<file path="config.mk">
export PLATFORM = sky130hd
export DESIGN_NAME = sramx_arbiter
export DESIGN_NICKNAME = d
export VERILOG_FILES = /design/src/rtl/sramx_arbiter_pkg.sv /design/src/rtl/rr_arbiter2.sv /design/src/rtl/sramx_arbiter.sv
export SDC_FILE = /design/constraint.sdc
export NUM_CORES = 1
export LEC_CHECK = 0
export BUFFER_PORTS_ARGS = -buffer_cell sky130_fd_sc_hd__buf_2
export CELL_PAD_IN_SITES_DETAIL_PLACEMENT = 0
export CELL_PAD_IN_SITES_GLOBAL_PLACEMENT = 1
export CORE_AREA = 3 3 106 108
export DETAILED_ROUTE_END_ITERATION = 10
export DIE_AREA = 0 0 109 111
export GPL_ROUTABILITY_DRIVEN = 1
export GPL_TIMING_DRIVEN = 0
export PLACE_DENSITY = 0.84
export SYNTH_ARGS = -nofsm -noshare
export SYNTH_HDL_FRONTEND = slang
export SYNTH_SLANG_ARGS = --single-unit
</file>
<file path="constraint.sdc">
create_clock -name clk -period 2.9 [get_ports clk]
set_clock_uncertainty 0.05 [all_clocks]
set_input_delay 0.58 -clock clk [delete_from_list [all_inputs] [get_ports clk]]
set_output_delay 0.58 -clock clk [all_outputs]
set_load 0.1 [all_outputs]
</file>
<file path="src/rtl/sramx_arbiter_pkg.sv">
// Shared SRAMx types: bus request/response structs, the in-flight owner tag,
// and the requester indices used by the two-way arbiter.
package sramx_arbiter_pkg;

  localparam int REQ_I = 0;
  localparam int REQ_D = 1;

  typedef enum logic {
    OWNER_I = 1'b0,
    OWNER_D = 1'b1
  } owner_t;

  typedef struct packed {
    logic   valid;
    owner_t owner;
  } tag_t;

  typedef struct packed {
    logic        valid;
    logic [31:0] addr;
  } ibus_req_t;

  typedef struct packed {
    logic        addr_ok;
    logic        data_ok;
    logic [31:0] data;
  } ibus_resp_t;

  typedef struct packed {
    logic        valid;
    logic [31:0] addr;
    logic [2:0]  size;
    logic [3:0]  strobe;
    logic [31:0] data;
  } dbus_req_t;

  typedef struct packed {
    logic        addr_ok;
    logic        data_ok;
    logic [31:0] data;
  } dbus_resp_t;

  typedef struct packed {
    logic        en;
    logic [3:0]  wen;
    logic [31:0] addr;
    logic [31:0] wdata;
  } sramx_req_t;

  typedef struct packed {
    logic [31:0] rdata;
  } sramx_resp_t;

endpackage

</file>
<file path="src/rtl/rr_arbiter2.sv">
// Two-way round-robin arbiter. ptr names the requester that wins a tie and
// always flips to the loser after a grant, so contention alternates strictly.
module rr_arbiter2
  import sramx_arbiter_pkg::*;
(
  input  logic       clk,
  input  logic       reset,
  input  logic [1:0] req,
  output logic [1:0] grant
);

  owner_t ptr_q;
  owner_t ptr_d;

  always_ff @(posedge clk) begin
    if (reset) ptr_q <= OWNER_D;
    else       ptr_q <= ptr_d;
  end

  always_comb begin
    ptr_d = ptr_q;
    if (grant[REQ_I])      ptr_d = OWNER_D;
    else if (grant[REQ_D]) ptr_d = OWNER_I;
  end

  // Grants are suppressed during reset so nothing is issued while tags clear.
  always_comb begin
    grant = '0;
    if (!reset) begin
      if (req[REQ_I] && (!req[REQ_D] || ptr_q == OWNER_I)) grant[REQ_I] = 1'b1;
      else if (req[REQ_D])                                  grant[REQ_D] = 1'b1;
    end
  end

endmodule

</file>
<file path="src/rtl/sramx_arbiter.sv">
// Shares one SRAMx port between IBus and DBus. Handshake: a request is taken in
// any cycle with valid && addr_ok; data_ok returns LATENCY cycles later, in order.
module sramx_arbiter
  import sramx_arbiter_pkg::*;
#(
  parameter int LATENCY = 1
) (
  input  logic        clk,
  input  logic        reset,
  input  ibus_req_t   ireq,
  output ibus_resp_t  iresp,
  input  dbus_req_t   dreq,
  output dbus_resp_t  dresp,
  output sramx_req_t  sreq,
  input  sramx_resp_t sresp
);

  logic [1:0] req;
  logic [1:0] grant;
  tag_t       tags [LATENCY];
  tag_t       tag_out;
  logic       unused_size;

  // Transfer size is implied by the strobe mask.
  assign unused_size = ^dreq.size;

  always_comb begin
    req        = '0;
    req[REQ_I] = ireq.valid;
    req[REQ_D] = dreq.valid;
  end

  rr_arbiter2 u_arb (
    .clk   (clk),
    .reset (reset),
    .req   (req),
    .grant (grant)
  );

  always_comb begin
    sreq = '0;
    if (grant[REQ_I]) begin
      sreq.en   = 1'b1;
      sreq.addr = ireq.addr;
    end else if (grant[REQ_D]) begin
      sreq.en    = 1'b1;
      sreq.wen   = dreq.strobe;
      sreq.addr  = dreq.addr;
      sreq.wdata = dreq.data;
    end
  end

  // Tag pipeline mirrors the SRAM latency; it never stalls, so order is preserved.
  always_ff @(posedge clk) begin
    if (reset) begin
      for (int i = 0; i < LATENCY; i++) tags[i] <= '0;
    end else begin
      tags[0].valid <= sreq.en;
      tags[0].owner <= grant[REQ_D] ? OWNER_D : OWNER_I;
      for (int i = 1; i < LATENCY; i++) tags[i] <= tags[i-1];
    end
  end

  assign tag_out = tags[LATENCY-1];

  always_comb begin
    iresp         = '0;
    iresp.addr_ok = grant[REQ_I];
    iresp.data_ok = tag_out.valid && (tag_out.owner == OWNER_I);
    iresp.data    = sresp.rdata;
    dresp         = '0;
    dresp.addr_ok = grant[REQ_D];
    dresp.data_ok = tag_out.valid && (tag_out.owner == OWNER_D);
    dresp.data    = sresp.rdata;
  end

endmodule

</file>
==> summary.md <==
| Metric | Value |
|---|---|
| Commonest non-fill, non-tap cells in the layout | `buf_2, buf_4, and2_1, a32oi_1, nor2_2` |
| Status | `finished clean` |
| Worst-Margin Slew | `about 0.73 ns` |
| Cell count after synthesis | `199` |
| Hold_buf cts | `0` |
| Initial antenna violation count | `0` |
| Fin cells | `578` |
| Worst Setup Start Kind | `primary input` |
| Sequential area share after synthesis | `4.42%` |
| Maximum root-to-sink buffer count | `2` |
| Bufs and invs on worst path | `4` |
| Reg2reg end | `tags[0][0]` |
| FF+latch count, synth | `3` |
| Fin util | `27.5%` |
| Top delay family on crit path | `buffers and inverters` |
| Post-CTS sizing | `0` |
| Combinational share of power | `86.6%` |
| H-tree Lvls | `1` |
| Crit path required time | `2.27 ns` |
| Worst skew pair latency | `0.22 ns` |
| Starting Density | `13.1%` |
| Commonest non-fill, non-tap cell in the layout | `buf_2` |
| Die Y | `111 um` |
| Max-Cap Viols | `0` |
| Pins Over Slew Limit | `0` |
| Routed WL | `around 6700 um` |
| Layout cells sized above 1 | `79.0%` |
| Max incr delay on CP | `0.61 ns` |
| Worst Setup SP | `reset` |
| Vias per cell | `3.89` |
| Hold Path Class | `register to register` |
| Slew margin rel. | `51.6%` |
| Rows | `37` |
| CP Capture Type | `output port` |
| FMAX | `0.371 GHz` |
| Switching share of total power | `71.6%` |
| Core area | `0.0103 mm^2` |
| DR iter-0 viols | `48` |
| Stages on worst setup path | `5` |
| Critical Path AT | `2.06 ns` |
| Fillers | `1134` |
| Reg power frac | `between 3 and 4%` |
| Yosys warns | `0` |
| R2R depth | `4` |
| Crit share post-route | `92.9%` |
| Horiz. Die Dim | `109 um` |
| Io pins | `276` |
| Worst r2r src | `u_arb.ptr_q` |
| DR pass1 iterations | `4` |
| Top post-synthesis cells by area | `buf_4, a32oi_1, and2_1` |
| CP cell instances | `buf_2 > clkbuf_1 > clkbuf_1 > nor2_1 > buf_2` |
| Global route overflow | `0` |
| Mapped Nets | `338` |
| Die area | `approximately 0.012 mm^2` |
| Design Area, Final | `about 0.0028 mm^2` |
| Clock Power Share | `9.7%` |
| Top-area cell type share of the netlist area | `35.4%` |
| Nets | `roughly 580` |
| Via count | `between 2000 and 2500` |
| Number of nets with antenna violations after routing | `0` |
| Mapped cell area | `0.00136 mm^2` |
| IR drop worst, VDD | `0.138 mV` |
| Max FO, Critical Path | `10` |
| Cts bufs inserted | `3` |
| Reg clk slew, reported paths | `0.03 ns` |
| Clk sinks | `3` |
| Slowest CP cell | `clkbuf_1` |
| Switching pwr | `~900 uW` |
| Count of different cell masters after synthesis | `14` |
| Area leader, netlist | `buf_4` |
| Hold Violations, Final | `0` |
| Vias in the first global route | `about 2200` |
| Internal cell power | `357 uW` |
| Post-DP HPWL | `roughly 6000 um` |
| Clock root buffer | `clkbuf_8` |
| GR Util All Layers | `9.80%` |
| R2r setup slk | `1.71 ns` |
| Area after DPL | `0.00280 mm^2` |
| Global-route wire length before repair | `9980 um` |
| Leak pwr | `0.00169 uW` |
| Syn_area_per_cell | `6.82 um^2` |
| Drt drc | `0` |
| Setup Buffers After CTS | `0` |
| ANT cells | `0` |
| DR WL/cell | `11.5 um` |
| Final Critical Period | `2.69 ns` |
| P&R area growth vs syn | `109%` |
| Pin count of the biggest net entering global routing | `11` |
| GPL Wtd Cong | `0.752` |
| Crit path to | `sreq[33]` |
| Final setup vio count | `0` |
| Cell area power density | `441 mW/mm^2` |
| CTS tree | `built` |
| Placed insts | `574` |
| WS Path Type | `primary input to output port` |
| Port Buffer Count | `239` |
| RSZ-0062 raised after global routing | `false` |
==> how the worst min path moves through the flow <==
stage	startpoint	end	slack, ns	depth (start not counted)
2_1_floorplan	u_arb.ptr_q	u_arb.ptr_q	0.46	3
3_3_place_gp	u_arb.ptr_q	u_arb.ptr_q	0.47	3
3_5_place_dp	u_arb.ptr_q	u_arb.ptr_q	0.50	3
4_1_cts	u_arb.ptr_q	u_arb.ptr_q	0.51	3
5_1_grt	u_arb.ptr_q	u_arb.ptr_q	0.57	3
6_report	u_arb.ptr_q	u_arb.ptr_q	0.50	3
==> cell usage after synthesis <==
library cell	count
nor2b_1	2
nor2_1	35
clkbuf_1	7
a21boi_2	1
dfxtp_1	3
and3b_1	2
nand2b_1	2
o21ai_0	1
buf_4	64
a32oi_1	32
nand2_1	1
buf_6	4
and2_1	37
buf_2	8
==> layer usage <==
layer	share of wire (%)	vias to the layer above	GRT usage, %
met3	11	14	1.57
met4	2.6	0	3.87
met1	33	983	9.79
met5	0	-	0
met2	54	154	19.4
li1	-	1100	-
==> cell families after synthesis <==
kind of cell | after synthesis | share of synthesized area (%)
and+or+nand+nor | 79 | 30.1
buffers and inverters | 83 | 43.6
DFF | 3 | 4.42
AOI/OAI and AO/OA | 34 | 21.8
==> area by class of cell <==
type	count	area, um^2	share of cell area [%]
tap	136	170	5.98
multi-input combinational	113	781	27.5
buffer	83	592	20.8
clock buffer	4	45.0	1.58
sequential	3	60.1	2.11
timing repair buffer	239	1200	42.1
==> tightest hold or removal path, cell delays in order (launching register included) <==
cell and delay [ns]:
dfxtp_1 0.32, nand2_1 0.06, o21ai_0 0.07, nand2b_1 0.07
==> power by group through the flow <==
stage / Combinational [uW] / Clock [uW] / Sequential (uW)
after floorplan: 914 / 0 / 46.2
after global placement: 1090 / 0 / 46.4
after detailed placement: 1090 / 0 / 46.5
after CTS: 1090 / 126 / 46.0
after global routing: 1120 / 131 / 46.5
final: 1090 / 122 / 46.0
==> state kept, by name, indices dropped and copies added (netlist names) <==
name / count
tags: 2
u_arb.ptr_q: 1
==> through the flow <==
| stage | hold WS, ns | TNS (ns) | setup slack, ns | power, uW |
|---|---|---|---|---|
| 6_report | 0.502 | 0 | 0.205 | 1250 |
| 5_1_grt | 0.570 | 0 | 0.0807 | 1300 |
| 4_1_cts | 0.506 | 0 | 0.162 | 1260 |
| 3_5_place_dp | 0.496 | 0 | 0.209 | 1140 |
| 3_3_place_gp | 0.466 | 0 | 0.178 | 1130 |
| 2_1_floorplan | 0.456 | -0.172 | -0.0902 | 960 |
No activity file was read; power rests on OpenSTA's default activity.
